--- src/rtl/rr_arbiter4_pkg.sv ---
// Shared definitions for the four-requester round-robin arbiter.
package rr_arbiter4_pkg;

  typedef enum logic {
    ST_IDLE  = 1'b0,
    ST_GRANT = 1'b1
  } state_t;

  localparam int N_REQ = 4;

endpackage

--- src/rtl/rr_arbiter4_decoder2to4.sv ---
// 2-to-4 one-hot decoder with enable; expands the registered grant index.
module decoder2to4 (
  input  logic [1:0] A,
  input  logic       EN,
  output logic [3:0] D
);

  always_comb begin
    D = '0;
    if (EN) D[A] = 1'b1;
  end

endmodule

--- src/rtl/rr_arbiter4.sv ---
// Round-robin arbiter for four requesters with a bounded hold time and
// registered grant outputs (no combinational path from req to outputs).
module rr_arbiter4
  import rr_arbiter4_pkg::*;
#(
  parameter int MAX_HOLD = 8,
  parameter int CNT_W    = 8
) (
  input  logic             clk,
  input  logic             rst,
  input  logic [N_REQ-1:0] req,
  output logic [N_REQ-1:0] gnt,
  output logic [1:0]       gnt_idx,
  output logic             gnt_valid
);

  localparam logic [CNT_W-1:0] HOLD_LAST = CNT_W'(MAX_HOLD - 1);

  state_t           state, state_n;
  logic [1:0]       ptr, ptr_n;
  logic [1:0]       idx_n;
  logic [CNT_W-1:0] hold_cnt, hold_n;

  // Returns {found, index} of the first set bit scanning base, base+1, ... mod 4.
  function automatic logic [2:0] rr_pick(input logic [N_REQ-1:0] r,
                                         input logic [1:0] base);
    logic [2:0] res;
    logic [1:0] idx;
    res = '0;
    for (int k = N_REQ - 1; k >= 0; k--) begin
      idx = base + 2'(k);
      if (r[idx]) res = {1'b1, idx};
    end
    return res;
  endfunction

  logic [2:0]       pick_idle, pick_other;
  logic [N_REQ-1:0] others;
  logic             release_now;

  always_comb begin
    state_n     = state;
    ptr_n       = ptr;
    idx_n       = gnt_idx;
    hold_n      = hold_cnt;
    others      = req;
    others[gnt_idx] = 1'b0;
    pick_idle   = rr_pick(req, ptr);
    // Masking the current holder lets one 4-way scan from c+1 cover c+1..c+3.
    pick_other  = rr_pick(others, gnt_idx + 2'd1);
    release_now = !req[gnt_idx] || (hold_cnt == HOLD_LAST);

    unique case (state)
      ST_IDLE: begin
        if (pick_idle[2]) begin
          state_n = ST_GRANT;
          idx_n   = pick_idle[1:0];
          hold_n  = '0;
        end
      end
      ST_GRANT: begin
        if (!release_now) begin
          hold_n = hold_cnt + 1'b1;
        end else begin
          ptr_n  = gnt_idx + 2'd1;
          hold_n = '0;
          if (pick_other[2]) begin
            idx_n = pick_other[1:0];
          end else if (!req[gnt_idx]) begin
            state_n = ST_IDLE;
          end
        end
      end
      default: state_n = ST_IDLE;
    endcase
  end

  always_ff @(posedge clk) begin
    if (rst) begin
      state    <= ST_IDLE;
      ptr      <= '0;
      gnt_idx  <= '0;
      hold_cnt <= '0;
    end else begin
      state    <= state_n;
      ptr      <= ptr_n;
      gnt_idx  <= idx_n;
      hold_cnt <= hold_n;
    end
  end

  assign gnt_valid = (state == ST_GRANT);

  decoder2to4 u_dec (
    .A  (gnt_idx),
    .EN (gnt_valid),
    .D  (gnt)
  );

endmodule

--- config.mk ---
export PLATFORM = sky130hd
export DESIGN_NAME = rr_arbiter4
export DESIGN_NICKNAME = d
export VERILOG_FILES = /design/src/rtl/rr_arbiter4_pkg.sv /design/src/rtl/rr_arbiter4_decoder2to4.sv /design/src/rtl/rr_arbiter4.sv
export SDC_FILE = /design/constraint.sdc
export NUM_CORES = 1
export LEC_CHECK = 0
export ABC_AREA = 1
export ABC_CLOCK_PERIOD_IN_PS = 2900
export CAP_MARGIN = 30
export CORE_UTILIZATION = 55
export CTS_BUF_LIST = sky130_fd_sc_hd__clkbuf_4 sky130_fd_sc_hd__clkbuf_8 sky130_fd_sc_hd__clkbuf_16
export DETAILED_ROUTE_END_ITERATION = 10
export PLACE_DENSITY = 0.82
export SYNTH_ARGS = -nofsm -noshare
export SYNTH_HDL_FRONTEND = slang
export SYNTH_SLANG_ARGS = --single-unit
--- constraint.sdc ---
create_clock -name clk -period 2.9 [get_ports clk]
set_input_delay 0.435 -clock clk [delete_from_list [all_inputs] [get_ports clk]]
set_output_delay 0.435 -clock clk [all_outputs]
set_load 0.01 [all_outputs]
Yosys cells after proc, flatten, opt, wreduce, memory -nomap -nowiden
Index checks and enable logic that the tools add are counted.
Word-level totals
  word-level logic and storage cells: 75
  input bits: 6
  output and inout port bits: 7
  register bits: 13
Operators by class
  order comparisons: 10
  bitwise logic cells: 3
  reduce and logical (&&, ||, !) cells: 5
  equality and inequality tests: 4
  add/sub/neg operators: 8
  muxes and demuxes: 41
Operators with widths (count)
  $lt 2x3->1 const B: 9
  $mux 3: 8
  $bmux 1 s2: 9
  $mux 8: 2
  $pmux 8 s2: 1
  $mux 1: 14
  $add 2x2->2 const B: 4
  $add 8x1->8 const B: 1
  $eq 8x3->1 const B: 1
  $add 2x1->2 const B: 3
  $mux 2: 3
  $and 4x4->4: 1
  $mux 4: 1
  $ne 2x1->1 const B: 2
  $not 4->4: 1
  $pmux 2 s2: 1
  $reduce_and 3->1: 1
  $demux 1 s2: 1
  $ge 2x1->1 const B: 1
  $ne 2x2->1 const B: 1
  $pmux 1 s2: 1
  $reduce_and 2->1: 1
  $logic_and 1x1->1: 1
  $logic_not 1->1: 1
  2 further kinds: 2

Longest topological paths before layout
Gate-level depths: netlist of run 1.
  word-level depth: 15
  mapped depth: 16
  gate-level depth less buffers: 15

Cells and area by module
Synthesis of run 1 repeated with hierarchy kept, for this count alone.
Second synthesis, totals
  cells, all modules: 205
  area total of the unflattened synthesis: 1233.7 um2
Modules (own cells, without submodules)
  rr_arbiter4: instances 1, cells an instance 197, area each 1203.7 um2
  decoder2to4: instances 1, cells an instance 8, area each 30.0 um2

Worst setup path after synthesis of run 1
No wires, ideal clock.
  path kind: register -> register
  start: reg gnt_idx[0]
  end: reg gnt_idx[0]
  cell stages (with the launch flop): 14
  library setup time: 0.112 ns
  required time: 2.788 ns
  path slack: 1.110 ns
  arrival time: 1.678 ns
  cell sequence: dfxtp_1 > buf_6 > inv_6 > ha_1 > xnor2_1 > nand2_1 > nand2_1 > nand2_1 > nand2_1 > nand2_1 > nand2_1 > nand2_1 > nand2_1 > nor2_2
Between the ends
  longest elaborated chain between the ends: 15
  elaborated cells between the ends (all ways): 33
  those cells by class: 4 x add/sub; 2 x order compare; 2 x eq/ne; 19 x mux; 2 x bitwise; 4 x reduce/logical
RTL lines
  start: declaration: RTL line rr_arbiter4.sv:13  | output logic [1:0] gnt_idx,
  start signal: assignment: RTL line rr_arbiter4.sv:87  | gnt_idx <= idx_n;
  $lt 2x3->1 (not written as such) / $ge 2x1->1 (equally long branches): RTL line rr_arbiter4.sv:47  | others[gnt_idx] = 1'b0;
  $logic_and 1x1->1 (not written as such): RTL line rr_arbiter4.sv:47
  $mux 1 (not written as such): RTL line rr_arbiter4.sv:47
  $demux 1 s2
  $not 4->4 (no source line)
  $and 4x4->4 (no source line)
  $bmux 1 s2: RTL line rr_arbiter4.sv:32  | if (r[idx]) res = {1'b1, idx};
  $mux 1 (not written as such): RTL line rr_arbiter4.sv:32
  $mux 3 (4 in a row): RTL line rr_arbiter4.sv:32
  $mux 2: RTL line rr_arbiter4.sv:67  | if (pick_other[2]) begin
  $mux 2: RTL line rr_arbiter4.sv:62  | if (!release_now) begin
  $pmux 2 s2: RTL line rr_arbiter4.sv:53  | unique case (state)
Several ways; a longest one is shown, not always the timed one. The select of a mux whose other input is x is not followed.
A chain may end at the register's enable or synchronous reset.

Worst setup path after layout of run 1
  start: reg gnt_idx[0]
  end: out gnt[1]
Between the ends
  longest elaborated chain between the ends: 5
  elaborated cells between the ends (all ways): 6
  those cells by class: 2 x order compare; 3 x mux; 1 x reduce/logical
RTL lines
  $lt 2x3->1 (not written as such) / $ge 2x1->1 (equally long branches): RTL line rr_arbiter4_decoder2to4.sv:10  | if (EN) D[A] = 1'b1;
  $logic_and 1x1->1 (not written as such): RTL line rr_arbiter4_decoder2to4.sv:10
  $mux 1 (not written as such): RTL line rr_arbiter4_decoder2to4.sv:10
  $demux 1 s2 (*)
  $mux 4 (*): RTL line rr_arbiter4_decoder2to4.sv:10
  end: declaration: RTL line rr_arbiter4.sv:12  | output logic [N_REQ-1:0] gnt,
Mark *: on every way between the ends. The rest lies on a longest branch, timed or not.

==> reports/results.tsv, run 1 <==
stage	metric	value	unit
status	run status	complete, no violations	
cts	number of buffers inserted by hold repair at cts	0	
critical_path	count of cells along the worst register-to-register path	12	
layout	number of nets in the layout	222	
cts	clock network latency to the later pin of the worst-skew pair	0.29	ns
floorplanning	full die area	2380	um^2
timing	Worst Clk Skew	0.00312	ns
layout	Finished Core Util	0.681	
synthesis	Synth area leaders	dfxtp_1, nand2_1, nand3_1	
timing	number of setup violations in the final report	0	
critical_path	category of the critical setup timing path	reg -> out	
synthesis	largest area contributor in the netlist	dfxtp_1	
synthesis	flip-flop and latch count after synthesis	13	
power_and_ir_drop	leakage	0.000679	uW
global_route	via count of the first global-routing pass	1207	
floorplanning	vertical die dimension	48.8	um
global_route	overall overflow remaining after global route	0	
critical_path	type of element capturing the critical path	output pin	
power_and_ir_drop	share of total power in the clock network	0.111	
synthesis	count of different cell masters after synthesis	25	
critical_path	total number of cells along the worst setup path	4	
synthesis	combined area of all synthesized cells	1210	um^2
cts	postcts setup bufs	0	
timing	achievable clock frequency	426	MHz
critical_path	Worst Path Arrival	1.91	ns
global_route	initial antenna violation count	0	
critical_path	cell type of the slowest stage on the worst timing path	dfxtp_1	
synthesis	cell count after synthesis	197	
critical_path	critical path buffer and inverter count	2	
floorplanning	placeable core region	2000	um^2
power_and_ir_drop	switching power as a share of total power	0.507	
synthesis	proportion of synthesized chip area in sequential cells	0.216	
critical_path	cell breakdown of the critical path	ha_1 > nand2_1 > inv_1 > clkdlybuf4s50_1	
cts	cts repair resizes	0	
power_and_ir_drop	part of the power in combinational logic	0.642	
place	RePlAce Congestion	0.871	
cts	H-Tree Depth	1	
power_and_ir_drop	Pwr Density	831	nW/um^2
cts	root buffer selected by CTS	clkbuf_4	
timing	RSZ-0062 raised after global routing	false	
layout	most common cell after layout, fill and taps aside	nand2_1	
timing	Setup Total Neg Slack	0	ns
route	average vias per placed instance	5.35	
route	post-route ant nets	0	
power_and_ir_drop	sequential share of power	0.246	
run	max-cap viol count	0	
floorplanning	width of the die	48.8	um
timing	pins over their slew limit	0	
global_route	wire length of the first global-routing pass	4840	um
synthesis	Post-Syn Nets	208	
global_route	maximum number of pins on one net before global-route repair	13	
synthesis	area share of the leading cell type in the synthesized netlist	0.216	
cts	CTS tree	built	
power_and_ir_drop	worst supply voltage drop on vdd	0.545	mV
route	first-pass detailed-route iteration total	4	
critical_path	CP peak stage delay	0.67	ns
place	final HPWL from detailed placement	2090	um
min_path	number of cells on the worst hold path	2	
cts	clock input transition at the sequential cells of the worst setup and hold paths	0.08	ns
route	aggregate routed wire length	2750	um
layout	number of antenna diodes	0	
critical_path	largest fanout on the critical path	12	
floorplanning	initial core utilization	0.603	
power_and_ir_drop	internal power consumption	558	uW
route	number of DRC markers after the initial detailed-route iteration	33	
min_path	Worst Hold Class	reg -> reg	
timing	Hold Vio Cnt, Final	0	
cts	number of CTS-inserted buffers	3	
global_route	GRT Util Overall	0.259	
cts	number of clock sinks	13	
route	Routed WL per cell	11.6	um
layout	highest-count cells in the layout ignoring fill and taps	nand2_1, inv_1, nand3_1	
timing	part of the cycle the worst path needs	0.809	
layout	synthesis-to-layout area growth	13.0	%
cts	number of buffers on the longest clock path	2	
critical_path	category of cells accounting for the largest share of critical-path delay	flip-flops	
route	Post-route DRC	0	
synthesis	warning count from the yosys run	0	
route	DR vias	1267	
floorplanning	Top-Level Pins	13	
floorplanning	count of standard-cell rows	16	
timing	Period minus WS final	2.35	ns
layout	proportion of layout cells with a drive suffix above 1	0.133	
place	number of port buffers	12	
synthesis	average cell area after synthesis	6.12	um^2
timing	relative slew slack	0.636	
timing	Worst Max-Slew Pin Slew	0.545	ns
power_and_ir_drop	switching pwr	574	uW
critical_path	startpoint class of the critical path	register	
critical_path	required time of the critical path	2.47	ns
-- worst reg2reg max path: cells and delay by family, from the launching register on --
kind / cells / cell delay [ns]
simple gates: 9 / 0.59
buf+inv: 1 / 0.10
flops: 1 / 0.67
fa+ha+maj: 1 / 0.42
xor+xnor: 1 / 0.22
-- power groups by stage --
stage / Clock, uW / Sequential (uW) / Combinational, uW
final: 126 / 279 / 727
after global routing: 134 / 287 / 829
after CTS: 130 / 278 / 721
after detailed placement: 0 / 282 / 718
after global placement: 0 / 280 / 695
after floorplan: 0 / 250 / 593
-- final cells by class --
cell class	count	area (um^2)
inverter	31	121
clock buffer	4	30.0
fill	185	639
timing repair buffer	12	120
sequential	13	260
tap	27	33.8
multi-input combinational	150	797
-- cells by family (layout without fill, tap and decap cells) --
group / count (synthesis) / after routing / share of synthesized area
buffers and inverters: 34 / 47 / 0.123
adder cells (fa/ha/maj): 5 / 5 / 0.0519
AO/OA/AOI/OAI: 28 / 28 / 0.132
XOR/XNOR: 5 / 5 / 0.0363
AND/OR/NAND/NOR: 112 / 112 / 0.441
flip-flops: 13 / 13 / 0.216
-- path summary, 6_finish.rpt --
check                                  from           to  slack [ns]
worst max-delay path             gnt_idx[0]       gnt[1]        0.55
worst min-delay path            hold_cnt[6]  hold_cnt[6]        0.47
worst max register to register   gnt_idx[0]   gnt_idx[0]        0.79
worst min register to register  hold_cnt[6]  hold_cnt[6]        0.47
-- through the flow --
step | power (uW) | instance area (um^2) | hold slack (ns) | setup slack, ns | instances
final | 1130 | 1360 | 0.466 | 0.555 | 237
after global routing | 1250 | 1360 | 0.502 | 0.462 | 237
after CTS | 1130 | 1360 | 0.466 | 0.543 | 237
after detailed placement | 1000 | 1330 | 0.455 | 0.772 | 233
after global placement | 976 | 1330 | 0.454 | 0.810 | 233
after floorplan | 843 | 1210 | 0.437 | 1.11 | 197
-- flip-flops by register name, summed over array words and instances (netlist names) --
name / count
hold_cnt: 8
ptr: 2
gnt_valid: 1
gnt_idx: 2
-- metal layers --
metal / track usage / wire (um)
met5: 0 / 0
met2: 0.463 / 1350
met3: 0.00935 / 95
met1: 0.298 / 1210
met4: 0.176 / 91
-- cells in the mapped netlist (all sizes together) --
cell type and count:
a21oi 12, and3 1, buf 3, dfxtp 13, ha 5, inv 31, nand2 69, nand3 24
nor2 13, nor3 5, o21ai 14, o21bai 1, o22ai 1, xnor2 2, xor2 3
No activity file was read; power rests on OpenSTA's default activity.
==> inputs of run 2 (changes only) <==
--- a/config.mk
+++ b/config.mk
@@ -6,12 +6,12 @@
 export NUM_CORES = 1
 export LEC_CHECK = 0
 export ABC_AREA = 1
-export ABC_CLOCK_PERIOD_IN_PS = 2900
+export ABC_CLOCK_PERIOD_IN_PS = 2100
 export CAP_MARGIN = 30
-export CORE_UTILIZATION = 55
+export CORE_UTILIZATION = 50
 export CTS_BUF_LIST = sky130_fd_sc_hd__clkbuf_4 sky130_fd_sc_hd__clkbuf_8 sky130_fd_sc_hd__clkbuf_16
 export DETAILED_ROUTE_END_ITERATION = 10
-export PLACE_DENSITY = 0.82
+export PLACE_DENSITY = 0.79
 export SYNTH_ARGS = -nofsm -noshare
 export SYNTH_HDL_FRONTEND = slang
 export SYNTH_SLANG_ARGS = --single-unit
==> constraint.sdc (replaced) <==
create_clock -name clk -period 2.1 [get_ports clk]
set_input_delay 0.315 -clock clk [delete_from_list [all_inputs] [get_ports clk]]
set_output_delay 0.315 -clock clk [all_outputs]
set_load 0.01 [all_outputs]
==> reports/results.tsv, run 2 (same netlist as run 1, synthesis figures left out) <==
stage	metric	value	unit
floorplanning	count of standard-cell rows	17	
timing	part of the cycle the worst path needs	0.936	
layout	total area of multi-input combinational cells	797	um^2
timing	Worst Max-Slew Pin Slew	0.349	ns
route	post-route ant nets	0	
critical_path	setup slack, reg-to-reg	0.21	ns
timing	Setup Total Neg Slack	0	ns
layout	fill count	230	
cts	number of clock sinks	13	
layout	fin area	1380	um^2
layout	Largest register FFs	8	
layout	synthesis-to-layout area growth	14.4	%
route	Post-route DRC	0	
power_and_ir_drop	Pwr Density	1130	nW/um^2
timing	relative slew slack	0.767	
route	aggregate routed wire length	2610	um
power_and_ir_drop	worst supply voltage drop on vdd	0.775	mV
global_route	initial antenna violation count	0	
global_route	overall overflow remaining after global route	0	
cts	postcts setup bufs	0	
place	RePlAce Congestion	0.973	
timing	number of setup violations in the final report	0	
place	final HPWL from detailed placement	2170	um
critical_path	Worst R2R Start	gnt_idx[1]	
global_route	GRT Util Overall	0.231	
layout	area taken by flip-flops and latches	262	um^2
run	max-cap viol count	0	
timing	Period minus WS final	1.97	ns
floorplanning	width of the die	51.1	um
power_and_ir_drop	Final Total Pwr	1570	uW
critical_path	capturing element of the worst setup path	gnt[1]	
power_and_ir_drop	leakage	0.000690	uW
critical_path	type of element capturing the critical path	output pin	
route	DR vias	1222	
critical_path	startpoint class of the critical path	register	
cts	number of CTS-inserted buffers	3	
critical_path	count of cells along the worst register-to-register path	12	
place	Cell Area, Placed	1350	um^2
cts	CTS tree	built	
timing	worst-case setup margin in the final layout	0.134	ns
timing	RSZ-0062 raised after global routing	false	
global_route	via count of the first global-routing pass	1133	
layout	proportion of layout cells with a drive suffix above 1	0.146	
layout	number of nets in the layout	224	
place	number of port buffers	12	
cts	clock network latency to the later pin of the worst-skew pair	0.28	ns
layout	register bank with the most flops	hold_cnt	
critical_path	Worst Path Arrival	1.65	ns
timing	Worst Clk Skew	0.00167	ns
timing	Hold Vio Cnt, Final	0	
layout	number of antenna diodes	0	
cts	H-Tree Depth	1	
critical_path	category of the critical setup timing path	reg -> out	
floorplanning	vertical die dimension	51.1	um
critical_path	crit path launch	gnt_idx[1]	
floorplanning	full die area	2610	um^2
critical_path	required time of the critical path	1.78	ns
floorplanning	initial core utilization	0.540	
cts	number of buffers on the longest clock path	2	
route	Routed WL per cell	10.9	um
route	first-pass detailed-route iteration total	4	
status	run status	complete, no violations	
cts	number of buffers inserted by hold repair at cts	0	
route	average vias per placed instance	5.09	
cts	cts repair resizes	0	
floorplanning	placeable core region	2230	um^2
critical_path	Reg2Reg Capture Point	gnt_idx[0]	
layout	Finished Core Util	0.618	
timing	pins over their slew limit	0	
critical_path	largest fanout on the critical path	6	
floorplanning	Top-Level Pins	13	
layout	highest-count cells in the layout ignoring fill and taps	nand2_1, inv_1, nand3_1	
global_route	maximum number of pins on one net before global-route repair	11	
place	dpl ws	0.156	ns
cts	root buffer selected by CTS	clkbuf_4	
min_path	Worst Hold Class	reg -> reg	
route	number of DRC markers after the initial detailed-route iteration	22	
layout	largest registers	hold_cnt x8, gnt_idx x2, ptr x2	
global_route	wire length of the first global-routing pass	4580	um
layout	most common cell after layout, fill and taps aside	nand2_1	
timing	achievable clock frequency	509	MHz
cts	clock input transition at the sequential cells of the worst setup and hold paths	0.07	ns
## run 2: cell count changes in the layout (fill, tap and decap cells not counted), sizes merged
cell,before,now
buf,0,2
## run 2: final cells by class
class	count	area share
clock buffers	4	0.0218
inverters	31	0.0879
multi-input cells	150	0.578
flip-flops and latches	13	0.189
well taps	28	0.0254
repair buffers	14	0.0979
## run 2: worst min-delay path by stage
stage	from	end	slack, ns	cells past startpoint
6_report	hold_cnt[6]	hold_cnt[6]	0.47	2
5_1_grt	hold_cnt[6]	hold_cnt[6]	0.51	2
4_1_cts	hold_cnt[6]	hold_cnt[6]	0.47	2
3_5_place_dp	hold_cnt[6]	hold_cnt[6]	0.46	2
3_3_place_gp	hold_cnt[6]	hold_cnt[6]	0.46	2
2_1_floorplan	rst	gnt_valid	0.38	1
## run 2: metal layers
layer	wire length, um	track usage	vias to the layer above	part of all wire
met4	35	0.0833	0	0.013
met5	0	0	-	0
met2	1330	0.434	17	0.51
met1	1180	0.273	549	0.45
li1	-	-	654	-
met3	63	0.00893	2	0.024
## run 2: worst max-delay path: stages (launching register included)
cell and delay, ns:
dfxtp_1 0.44, inv_1 0.13, ha_1 0.24, nand2_1 0.07, inv_1 0.04, clkdlybuf4s50_1 0.46
## run 2: metrics by stage
stage	cells	hold WS, ns
floorplan	197	0.384
global placement	236	0.457
detailed placement	236	0.459
CTS	240	0.470
global route	240	0.511
finish	240	0.467
## run 2: power breakdown
group / internal (uW) / total, uW / switching, uW
sequential: 290 / 361 / 71.4
combinational: 413 / 1040 / 629
clock: 86.7 / 163 / 75.8
total: 789 / 1570 / 776
